File: src/rtl/keypad_entry.sv
// 4x4 active-low keypad scanner with debounce, key decode and 0..100 decimal entry.
// Optional backspace on the D key is enabled by defining KEYPAD_BACKSPACE_EN.
module keypad_entry #(
  parameter int CLKS_PER_COL   = 32768,
  parameter int DEBOUNCE_SCANS = 4
) (
  input  logic       clk,
  input  logic       rst,
  output logic [3:0] cols,
  input  logic [3:0] rows,
  output logic [3:0] key_code,
  output logic       key_strobe,
  output logic [7:0] value,
  output logic       value_valid,
  output logic       entry_error,
  output logic [1:0] digit_count
);

  localparam int CW = (CLKS_PER_COL > 1) ? $clog2(CLKS_PER_COL) : 1;
  localparam int MW = $clog2(DEBOUNCE_SCANS + 1);

  typedef enum logic [1:0] {SCAN, DEBOUNCE, PRESSED, RELEASE} state_t;

  state_t          state;
  logic [3:0]      rows_meta, rows_sync;
  logic [CW-1:0]   dwell;
  logic [MW-1:0]   match_cnt;
  logic [1:0]      col_idx, row_idx, low_idx;
  logic [9:0]      acc, acc_push;
  logic [3:0]      code;
  logic            dwell_end, any_low, row_match, last_match;

  // Row r, column c: digits are their own value, A..D = 10..13, * = 14, # = 15.
  function automatic logic [3:0] key_at(input logic [1:0] r, input logic [1:0] c);
    case ({r, c})
      4'h0: key_at = 4'd1;   4'h1: key_at = 4'd2;   4'h2: key_at = 4'd3;   4'h3: key_at = 4'd10;
      4'h4: key_at = 4'd4;   4'h5: key_at = 4'd5;   4'h6: key_at = 4'd6;   4'h7: key_at = 4'd11;
      4'h8: key_at = 4'd7;   4'h9: key_at = 4'd8;   4'hA: key_at = 4'd9;   4'hB: key_at = 4'd12;
      4'hC: key_at = 4'd14;  4'hD: key_at = 4'd0;   4'hE: key_at = 4'd15;  default: key_at = 4'd13;
    endcase
  endfunction

  assign cols       = ~(4'b0001 << col_idx);
  assign dwell_end  = (dwell == CW'(CLKS_PER_COL - 1));
  assign any_low    = (rows_sync != 4'hF);
  assign row_match  = any_low && (low_idx == row_idx);
  assign last_match = (match_cnt == MW'(DEBOUNCE_SCANS - 1));
  assign code       = key_at(row_idx, col_idx);
  assign acc_push   = acc * 10'd10 + {6'd0, code};

  always_comb begin
    low_idx = 2'd3;
    if (!rows_sync[0])      low_idx = 2'd0;
    else if (!rows_sync[1]) low_idx = 2'd1;
    else if (!rows_sync[2]) low_idx = 2'd2;
  end

  always_ff @(posedge clk) begin
    if (rst) begin
      state       <= SCAN;
      rows_meta   <= 4'hF;
      rows_sync   <= 4'hF;
      dwell       <= '0;
      match_cnt   <= '0;
      col_idx     <= 2'd0;
      row_idx     <= 2'd0;
      acc         <= 10'd0;
      key_code    <= 4'd0;
      key_strobe  <= 1'b0;
      value       <= 8'd0;
      value_valid <= 1'b0;
      entry_error <= 1'b0;
      digit_count <= 2'd0;
    end else begin
      rows_meta   <= rows;
      rows_sync   <= rows_meta;
      dwell       <= dwell_end ? '0 : dwell + CW'(1);
      key_strobe  <= 1'b0;
      value_valid <= 1'b0;
      entry_error <= 1'b0;
      case (state)
        SCAN: if (dwell_end) begin
          if (any_low) begin
            row_idx   <= low_idx;
            match_cnt <= '0;
            state     <= DEBOUNCE;
          end else begin
            col_idx <= col_idx + 2'd1;
          end
        end
        DEBOUNCE: if (dwell_end) begin
          if (!row_match) begin
            state   <= SCAN;
            col_idx <= col_idx + 2'd1;
          end else if (!last_match) begin
            match_cnt <= match_cnt + MW'(1);
          end else begin
            // Outputs are registered here so they are visible during the PRESSED cycle.
            state      <= PRESSED;
            match_cnt  <= '0;
            key_strobe <= 1'b1;
            key_code   <= code;
            if (code < 4'd10) begin
              if (digit_count != 2'd3) begin
                acc         <= acc_push;
                digit_count <= digit_count + 2'd1;
              end
            end else if (code == 4'd14) begin
              acc         <= 10'd0;
              digit_count <= 2'd0;
            end else if (code == 4'd15) begin
              if (digit_count != 2'd0) begin
                if (acc <= 10'd100) begin
                  value       <= acc[7:0];
                  value_valid <= 1'b1;
                end else begin
                  entry_error <= 1'b1;
                end
                acc         <= 10'd0;
                digit_count <= 2'd0;
              end
            end
`ifdef KEYPAD_BACKSPACE_EN
            else if (code == 4'd13) begin
              if (digit_count != 2'd0) begin
                acc         <= acc / 10'd10;
                digit_count <= digit_count - 2'd1;
              end
            end
`endif
          end
        end
        PRESSED: state <= RELEASE;
        RELEASE: if (dwell_end) begin
          if (any_low) begin
            match_cnt <= '0;
          end else if (!last_match) begin
            match_cnt <= match_cnt + MW'(1);
          end else begin
            match_cnt <= '0;
            state     <= SCAN;
            col_idx   <= col_idx + 2'd1;
          end
        end
        default: state <= SCAN;
      endcase
    end
  end

endmodule
File: config.mk
export PLATFORM = sky130hd
export DESIGN_NAME = keypad_entry
export DESIGN_NICKNAME = d
export VERILOG_FILES = /design/src/rtl/keypad_entry.sv
export SDC_FILE = /design/constraint.sdc
export NUM_CORES = 1
export LEC_CHECK = 0
export CAP_MARGIN = 20
export CORE_MARGIN = 8
export CORE_UTILIZATION = 39
export DETAILED_ROUTE_END_ITERATION = 16
export SLEW_MARGIN = 20
export SYNTH_ARGS = -nofsm -noshare
export SYNTH_HDL_FRONTEND = slang
export SYNTH_SLANG_ARGS = --single-unit
File: constraint.sdc
create_clock -name clk -period 3.6 [get_ports clk]
set_input_delay 0.54 -clock clk [delete_from_list [all_inputs] [get_ports clk]]
set_output_delay 0.54 -clock clk [all_outputs]
set_load 0.02 [all_outputs]
==> run_results.csv, run 1 <==
group,metric,value,unit
sta,drv_slew,0,
worst_setup_path,required,3.81,ns
die,row_count,33,
die,io_pins,27,
clock_network,ctsHoldBuffers,0,
final_layout,drive_gt1_share,12.2,%
die,die_x,109,µm
yosys,synth_area_per_cell,9.06,µm²
yosys,yosysWarnings,0,
sta,tightest_slew,0.762,ns
run_status,status,"completed",
global_routing,antenna_found_initial,0,
pwr,seqPwrFrac,49.3,%
place,portBuffers,26,
die,start_util,40.5,%
global_routing,grt_pass1_wl,12300,µm
pwr,worst_ir_drop_vdd,0.000176,V
global_routing,grtUsageTotal,13.1,%
sta,clock.fmax,307,MHz
sta,finalCritPeriodShare,90.4,%
clock_network,cts_root_buf,"clkbuf_8",
place,dp.cells,491,
pwr,total_power,1.35,mW
sta,period_minus_slack,3.25,ns
pwr,p_clk_share,48.0,%
hold_path,hold_path.class,"register to register",
final_layout,area_growth,16.5,%
global_routing,grt_use_met2,21.6,%
drt,postRouteAntennaNets,0,
drt,drtIter0Drc,127,
sta,rsz0062_at_grt,"false",
clock_network,htree_levels,3,
yosys,syn-num-nets,402,
yosys,syn_area,3340,µm²
clock_network,clk_pin_slew_worst_paths,0.07,ns
place,gp_routability_congestion,0.815,
yosys,synth_ff_type,"dfxtp_1",
clock_network,numCtsBuffers,9,
yosys,ys_types,55,
sta,setup_tns,0,ns
yosys,netlist_instances,369,
worst_setup_path,critPathArrivalTime,3.47,ns
global_routing,grt.busiest_layer,"met2",
clock_network,cts_tree,"built",
pwr,p_comb_share,2.7,%
pwr,switchingPower,0.289,mW
yosys,synth_edf_count,0,
global_routing,grt_max_degree,28,
worst_setup_path,crit_end,"acc[9]",
yosys,synth-async-reset-ratio,0,%
worst_setup_path,startpoint_type,"register",
drt,routedWlPerCell,14.0,µm
final_layout,antenna_cells,0,
sta,setup_viol,0,
global_routing,overflow,0,
sta,hold_viol,0,
sta,slew_headroom,48.7,%
drt,drt-total-wl,7080,µm
drt,route.detailed.drc,0,
worst_setup_path,reg2reg_from,"col_idx[0]",
final_layout,nNetsFinal,430,
drt,vias,2634,
worst_setup_path,worstPathMaxFanout,8,
global_routing,first_global_vias,2620,
die,core_area,8260,µm²
pwr,p_sw_share,21.4,%
yosys,synth_seq_cells,59,
worst_setup_path,r2r_end,"acc[9]",
die,design.die.area,11800,µm²
pwr,p_int,1.06,mW
clock_network,clock_latency,0.34,ns
worst_setup_path,path_class,"register to register",
clock_network,clock_sinks,59,
global_routing,grt_use_met3,3.75,%
worst_setup_path,worst-r2r-setup-slack,0.35,ns
die,die_height,109,µm
worst_setup_path,worstSetupEndpointType,"register",
worst_setup_path,rr_worst_depth,13,
pwr,power_density,347,nW/µm²
final_layout,stdcell_count,507,
pwr,p_leak,1.50,nW
clock_network,clockBufferDepth,2,
drt,first_pass_iters,4,
global_routing,met1_usage,15.4,%
place,place_hpwl,5260,µm
sta,skew,0.0104,ns
worst_setup_path,timing.critical_path.from,"col_idx[0]",
run,drv_cap,0,
drt,viasPerCell,5.20,
yosys,yosysSeqAreaShare,35.3,%
==> synth_stat cells (5+ instances only) <==
library cell / n / area, µm²
inv_1: 17 / 63.8
mux2i_1: 22 / 220
xnor2_1: 12 / 105
ha_1: 25 / 313
nor4_1: 5 / 31.3
a21oi_1: 16 / 80.1
nor2_1: 44 / 165
a211oi_1: 5 / 37.5
nand4_1: 8 / 50.1
xor2_1: 9 / 78.8
buf_6: 5 / 56.3
o21ai_0: 9 / 45.0
nand3_1: 15 / 75.1
o21ai_2: 5 / 43.8
or2_2: 8 / 50.1
dfxtp_1: 59 / 1180
nand2_1: 36 / 135
nand2b_1: 5 / 31.3
clkbuf_1: 6 / 22.5
==> layout by cell type, fill, tap and decap left out, types with 8 or more instances in the layout <==
| cell type | n |
|---|---|
| dfxtp_1 | 59 |
| nor2_1 | 44 |
| nand2_1 | 36 |
| clkdlybuf4s50_1 | 26 |
| ha_1 | 25 |
| mux2i_1 | 22 |
| inv_1 | 17 |
| a21oi_1 | 16 |
| nand3_1 | 15 |
| xnor2_1 | 12 |
| xor2_1 | 9 |
| o21ai_0 | 9 |
| clkbuf_8 | 9 |
| nand4_1 | 8 |
| or2_2 | 8 |
==> area by class of cell <==
| type | count | area (µm²) |
|---|---|---|
| Fill cell | 825 | 4370 |
| Multi-Input combinational cell | 279 | 2010 |
| Sequential cell | 59 | 1180 |
| Timing Repair Buffer | 31 | 298 |
| Clock buffer | 11 | 131 |
| Tap cell | 105 | 131 |
| Clock inverter | 5 | 77.6 |
| Inverter | 17 | 63.8 |
==> flip-flops by register name, indices dropped and copies added (netlist names), 2 cells and up, named ones only <==
name,flops
acc,10
digit_count,2
match_cnt,3
key_code,4
dwell,15
value,8
rows_meta,4
row_idx,2
rows_sync,4
col_idx,2
==> worst min-delay path by stage <==
stage | from | end | cells after the start
final | rows_meta[1] | rows_sync[1] | 1
after global routing | rows_meta[3] | rows_sync[3] | 1
after CTS | rows_meta[2] | rows_sync[2] | 1
after detailed placement | rows_meta[2] | rows_sync[2] | 1
after global placement | rows_meta[3] | rows_sync[3] | 1
after floorplan | rows_meta[0] | rows_sync[0] | 1
==> kinds of logic (layout without fill, tap and decap cells) <==
group / Yosys count / after routing / share of synthesized area, %
AND/OR/NAND/NOR: 151 / 151 / 23.8
flip-flops: 59 / 59 / 35.3
AO/OA/AOI/OAI: 55 / 55 / 11.6
buffers and inverters: 31 / 64 / 4.90
adder cells (fa/ha/maj): 27 / 27 / 10.6
multiplexers: 24 / 24 / 7.60
XOR/XNOR: 22 / 22 / 6.18
==> worst max-delay path, stage by stage, from the launching register on <==
cell       delay [ns]
dfxtp_1          0.49
inv_1            0.16
ha_1             0.24
inv_1            0.06
mux4_2           0.32
ha_1             0.19
inv_1            0.06
fa_1             0.44
nor2b_1          0.17
o2111ai_1        0.19
nor4_2           0.31
xnor3_1          0.36
nand2_1          0.07
mux2i_1          0.08
==> power by group through the flow <==
stage | clock network [mW] | registers (mW) | logic [mW]
detailed placement | 0 | 0.681 | 0.0371
finish | 0.648 | 0.666 | 0.0362
global placement | 0 | 0.681 | 0.0369
CTS | 0.673 | 0.666 | 0.0373
global route | 0.699 | 0.667 | 0.0416
floorplan | 0 | 0.679 | 0.0281
==> through the flow <==
step	hold slack (ns)	utilization (%)	area, µm²	worst slack [ns]
final	0.408	47.1	3890	0.345
after global routing	0.424	47.1	3890	0.0553
after CTS	0.416	47.1	3890	0.236
after detailed placement	0.398	44.5	3680	0.295
after global placement	0.395	44.5	3680	0.496
after floorplan	0.389	-	3340	0.680
==> routing by layer <==
metal | vias to the layer above | wire length, µm
met5 | - | 0
met4 | 0 | 125
met3 | 11 | 295
met2 | 39 | 3290
met1 | 1245 | 3370
li1 | 1339 | -
==> timing repair <==
action / CTS / global route
setup endpoints to repair: 0 / 1
setup buffers: 0 / 0
resized for setup: 0 / 1
(Power assumes the default switching activity.)
==> inputs of run 2 (changes only) <==
--- a/config.mk
+++ b/config.mk
@@ -5,6 +5,7 @@
 export SDC_FILE = /design/constraint.sdc
 export NUM_CORES = 1
 export LEC_CHECK = 0
+export ABC_AREA = 1
 export CAP_MARGIN = 20
 export CORE_MARGIN = 8
 export CORE_UTILIZATION = 39
==> run 2 against run 1 <==
Flip-flop and latch count unchanged. Count of clock-buffer cells in the layout is 1 lower. Maximum frequency is 12% higher.
==> run_results.csv, run 2 <==
group,metric,value,unit
worst_setup_path,cp_cell_sequence,"inv_1, ha_1, nand2_1, nand3_1, nand2_1, ha_1, inv_1, fa_1, inv_1, nand3_1, nand2_1, nand2_1, nor2_1, nand2_1, nor2_1, nand2_1, nand2_1, nand3_1, a21oi_1",
final_layout,layout_common_cells,"nand2_1 (104), inv_1 (65), dfxtp_1 (59)",
sta,setup_viol,0,
drt,viasPerCell,4.85,
final_layout,largest_registers,"dwell: 15 flops, acc: 10 flops, value: 8 flops",
yosys,synth_edf_count,0,
sta,tightest_slew,0.586,ns
pwr,p_leak,1.78,nW
die,core_area,8550,µm²
die,start_util,39.6,%
yosys,netlist_top_cells_count,"nand2_1 (104), inv_1 (65), dfxtp_1 (59)",
clock_network,cts_setup_buffers,0,
worst_setup_path,crit_top_cell,"nand2_1",
sta,hold_viol,0,
yosys,yosysSeqAreaShare,34.9,%
final_layout,fill_cells,855,
worst_setup_path,crit_path_max_incr_delay,0.46,ns
drt,routedWlPerCell,12.1,µm
final_layout,top_register,"dwell",
final_layout,final_common_cell,"nand2_1",
pwr,total_power,1.30,mW
sta,slew_headroom,60.7,%
sta,skew,0.0116,ns
final_layout,largest_reg_flops,15,
final_layout,register_area,1180,µm²
yosys,synth_most_common_cell,"nand2_1",
place,portBuffers,26,
run,drv_cap,0,
final_layout,area_growth,15.8,%
sta,period_minus_slack,2.91,ns
global_routing,grtUsageTotal,13.4,%
sta,clock.fmax,344,MHz
yosys,syn_area,3380,µm²
clock_network,numCtsBuffers,9,
die,die_x,109,µm
drt,route.detailed.drc,0,
drt,drtIter0Drc,129,
yosys,synth_area_leader_cell,"dfxtp_1",
drt,drt-total-wl,7430,µm
global_routing,overflow,0,
place,gp_routability_congestion,0.859,
final_layout,drive_gt1_share,9.06,%
sta,setup_tns,0,ns
worst_setup_path,critPathBufInv,3,
yosys,synth_top_area_share,34.9,%
global_routing,first_global_vias,2854,
run_status,status,"completed",
worst_setup_path,path_class,"register to register",
yosys,yosysWarnings,0,
die,row_count,34,
clock_network,cts_root_buf,"clkbuf_8",
final_layout,nNetsFinal,537,
global_routing,grt_max_degree,26,
final_layout,antenna_cells,0,
clock_network,clock_latency,0.35,ns
worst_setup_path,worstSetupEndpointType,"register",
yosys,synth_seq_cells,59,
clock_network,clockBufferDepth,2,
sta,drv_slew,0,
clock_network,htree_levels,3,
die,die_height,109,µm
yosys,synth_area_leaders,"dfxtp_1 (35%), nand2_1 (12%), ha_1 (9.2%), inv_1 (7.2%), nand3_1 (6.8%)",
pwr,power_density,333,nW/µm²
worst_setup_path,startpoint_type,"register",
drt,postRouteAntennaNets,0,
drt,first_pass_iters,4,
clock_network,ctsHoldBuffers,0,
worst_setup_path,cp_top_family,"simple AND/OR/NAND/NOR gates",
sta,finalCritPeriodShare,80.7,%
yosys,syn-num-nets,509,
global_routing,grt_pass1_wl,12700,µm
yosys,ys_types,37,
clock_network,clock_sinks,59,
worst_setup_path,required,3.88,ns
hold_path,hold_path.class,"register to register",
yosys,synth_ff_type,"dfxtp_1",
die,design.die.area,11900,µm²
place,place_hpwl,5560,µm
worst_setup_path,worstPathMaxFanout,8,
drt,vias,2989,
global_routing,antenna_found_initial,0,
final_layout,multi_input_area,1870,µm²
clock_network,post_cts_resized,0,
pwr,worst_ir_drop_vdd,0.000227,V
die,io_pins,27,
yosys,synth_area_per_cell,7.11,µm²
sta,rsz0062_at_grt,"false",
clock_network,clk_pin_slew_worst_paths,0.07,ns
clock_network,cts_tree,"built",
yosys,netlist_instances,476,
yosys,synth-async-reset-ratio,0,%
worst_setup_path,crit_slowest_cell,"dfxtp_1",
worst_setup_path,critPathArrivalTime,3.18,ns
-- run 2: changes by cell type in the layout (fill, tap and decap cells not counted), moves of 8 or more --
cell | before | now
mux2i_1 | 22 | 0
nor2_1 | 44 | 52
nand2_1 | 36 | 104
nand3_1 | 15 | 46
inv_1 | 17 | 65
a21oi_1 | 16 | 28
-- run 2: power by group --
| group | total, mW | internal [mW] | switching (mW) |
|---|---|---|---|
| Clock | 0.605 | 0.332 | 0.273 |
| Sequential | 0.663 | 0.659 | 0.00329 |
| Combinational | 0.0370 | 0.0145 | 0.0225 |
| Total | 1.30 | 1.01 | 0.299 |
-- run 2: logic make-up (layout without fill, tap and decap cells) --
kind of cell | Yosys count | in the layout | share of synthesized area [%]
buf+inv | 82 | 114 | 9.80
compound gates | 53 | 53 | 8.36
flops | 59 | 59 | 34.9
simple gates | 243 | 243 | 33.4
xor+xnor | 12 | 12 | 3.11
fa+ha+maj | 27 | 27 | 10.4
-- run 2: path summary, 6_finish.rpt --
path	from	endpoint	slack, ns	cells past startpoint
hold reg to reg	rows_meta[0]	rows_sync[0]	0.41	1
setup reg to reg	col_idx[0]	acc[9]	0.69	19
hold / removal	rows_meta[0]	rows_sync[0]	0.41	1
setup / recovery	col_idx[0]	acc[9]	0.69	19
-- run 2: through the flow --
| stage | setup slack (ns) | hold slack [ns] | instances | cell area [µm²] | utilization, % |
|---|---|---|---|---|---|
| 2_1_floorplan | 1.04 | 0.389 | 476 | 3380 | - |
| 3_3_place_gp | 0.858 | 0.391 | 601 | 3730 | 43.6 |
| 3_5_place_dp | 0.716 | 0.396 | 601 | 3730 | 43.6 |
| 4_1_cts | 0.717 | 0.412 | 616 | 3920 | 45.8 |
| 5_1_grt | 0.397 | 0.426 | 616 | 3920 | 45.8 |
| 6_report | 0.694 | 0.411 | 616 | 3920 | 45.8 |
-- run 2: cell type report --
| class | instances | share of cell area (%) |
|---|---|---|
| sequential | 59 | 30.2 |
| inverter | 72 | 6.96 |
| clock inverter | 5 | 1.37 |
| timing repair buffer | 27 | 6.83 |
| clock buffer | 10 | 3.51 |
| tap | 108 | 3.45 |
| multi-input combinational | 335 | 47.7 |
-- run 2: per-layer routing --
layer  global-route usage (%)  vias to the layer above  routed length, µm
met4                     4.79                        0                133
li1                         -                     1573                  -
met1                     15.5                     1359               3440
met3                     4.37                       12                351
met2                     22.6                       45               3510
met5                        0                        -                  0
==> inputs of run 3 (changes only) <==
==> constraint.sdc (replaced) <==
create_clock -name clk -period 3 [get_ports clk]
set_input_delay 0.45 -clock clk [delete_from_list [all_inputs] [get_ports clk]]
set_output_delay 0.45 -clock clk [all_outputs]
set_load 0.02 [all_outputs]
==> run 3 against run 2 <==
Hold slack worse by 0.0029 ns. Largest power group is now the clock network. Flip-flop and latch count did not move. Non-clock buffer count rose by 1. Final cell count stayed put. Global-route usage hardly changed. Cell area grew 0.86%. Clock skew fell by 0.0030 ns.
==> run_results.csv, run 3 (synthesis gave the netlist of run 2 again) <==
group,metric,value,unit
worst_setup_path,worstSetupEndpointType,"register",
worst_setup_path,startpoint_type,"register",
clock_network,numCtsBuffers,9,
drt,vias,2952,
sta,tightest_slew,0.585,ns
sta,hold_viol,0,
global_routing,first_global_vias,2914,
final_layout,nNetsFinal,538,
hold_path,worstHoldPathCells,1,
drt,drtIter0Drc,72,
sta,clock.fmax,371,MHz
sta,setup_tns,0,ns
die,die_height,109,µm
final_layout,stdcell_area,3950,µm²
die,io_pins,27,
clock_network,ctsHoldBuffers,0,
drt,drt-total-wl,7210,µm
final_layout,largest_registers,"dwell: 15 flops, acc: 10 flops, value: 8 flops",
final_layout,drive_gt1_share,9.25,%
clock_network,htree_levels,3,
clock_network,cts_tree,"built",
global_routing,overflow,0,
worst_setup_path,rr_worst_depth,19,
die,start_util,39.6,%
final_layout,layout_common_cells,"nand2_1 (104), inv_1 (64), dfxtp_1 (59)",
sta,finalCritPeriodShare,89.9,%
worst_setup_path,critPathArrivalTime,2.97,ns
clock_network,clockBufferDepth,2,
drt,viasPerCell,4.79,
final_layout,fill_cells,870,
drt,first_pass_iters,4,
clock_network,cts_root_buf,"clkbuf_8",
sta,drv_slew,0,
drt,routedWlPerCell,11.7,µm
hold_path,hold_path.class,"register to register",
worst_setup_path,worst-r2r-setup-slack,0.30,ns
clock_network,clock_sinks,59,
die,core_area,8550,µm²
sta,rsz0062_at_grt,"false",
place,placed_area,3730,µm²
run,drv_cap,0,
pwr,p_leak,1.80,nW
die,design.die.area,11900,µm²
die,row_count,34,
place,gp_routability_congestion,0.847,
final_layout,largest_reg_flops,15,
global_routing,grt.busiest_layer,"met2",
sta,holdWs,0.408,ns
global_routing,grt_use_met3,3.01,%
hold_path,min_from,"rows_meta[3]",
final_layout,fin_util,46.2,%
global_routing,antenna_found_initial,0,
sta,period_minus_slack,2.70,ns
global_routing,met1_usage,15.4,%
place,portBuffers,26,
run_status,status,"completed",
worst_setup_path,path_class,"register to register",
global_routing,grt_use_met2,23.4,%
sta,setup_viol,0,
final_layout,antenna_cells,0,
global_routing,grt_pass1_wl,12800,µm
clock_network,clk_pin_slew_worst_paths,0.07,ns
sta,slew_headroom,60.8,%
final_layout,top_register,"dwell",
hold_path,min_to,"rows_sync[3]",
place,place_hpwl,5570,µm
global_routing,grtUsageTotal,13.4,%
final_layout,final_common_cell,"nand2_1",
global_routing,grt_max_degree,24,
pwr,power_density,415,nW/µm²
final_layout,area_growth,16.8,%
worst_setup_path,required,3.27,ns
drt,route.detailed.drc,0,
worst_setup_path,worstPathMaxFanout,6,
sta,skew,0.00862,ns
die,die_x,109,µm
pwr,worst_ir_drop_vdd,0.000289,V
worst_setup_path,reg2reg_from,"col_idx[1]",
drt,postRouteAntennaNets,0,
clock_network,clock_latency,0.33,ns
worst_setup_path,r2r_end,"acc[9]",
pwr,total_power,1.64,mW
run 3: worst max-delay path by stage:
| stage | from | to | slack (ns) |
|---|---|---|---|
| floorplan | col_idx[0] | acc[9] | 0.44 |
| global placement | col_idx[1] | acc[9] | 0.37 |
| detailed placement | col_idx[1] | acc[9] | 0.25 |
| CTS | col_idx[1] | acc[9] | 0.23 |
| global route | col_idx[1] | acc[9] | 0.009 |
| finish | col_idx[1] | acc[9] | 0.30 |
run 3: power breakdown:
group	leakage [nW]	switching, mW	total [mW]	internal (mW)
logic	1.21	0.0266	0.0439	0.0174
registers	0.478	0.00394	0.796	0.792
clock network	0.109	0.297	0.801	0.505
run 3: layout make-up:
cell class | instances | area (µm²) | share of cell area (%)
clock inverter | 2 | 60.1 | 1.52
clock buffer | 12 | 155 | 3.93
timing repair buffer | 28 | 275 | 6.97
tap | 108 | 135 | 3.42
sequential | 59 | 1180 | 29.9
multi-input combinational | 335 | 1870 | 47.4
inverter | 72 | 273 | 6.90
run 3: worst max-delay path, cell delays in order, from the launching register on:
cell and delay, ns:
dfxtp_1 0.41, inv_2 0.10, ha_1 0.19, nand2_1 0.08
nand3_1 0.09, nand2_1 0.13, ha_1 0.22, inv_1 0.07
fa_1 0.42, inv_1 0.07, nand3_1 0.06, nand2_1 0.10
nand2_1 0.07, nor2_2 0.13, nand2_1 0.07, nor2_1 0.10
nand2_1 0.05, nand2_1 0.06, nand3_1 0.07, a21oi_1 0.13
run 3: per-stage QoR:
step / std cells / setup slack [ns]
2_1_floorplan: 476 / 0.436
3_3_place_gp: 602 / 0.373
3_5_place_dp: 602 / 0.247
4_1_cts: 616 / 0.229
5_1_grt: 616 / 0.00946
6_report: 616 / 0.303
run 3: layer usage:
layer	part of all wire, %	up-vias
li1	-	1567
met1	45	1336
met2	49	40
met3	4.0	9
met4	1.8	0
met5	0	-
run 3: what timing repair did:
| action | CTS | global route |
|---|---|---|
| endpoints found under the setup margin | 0 | 1 |
| resized for setup | 0 | 2 |
| setup buffers | 0 | 0 |
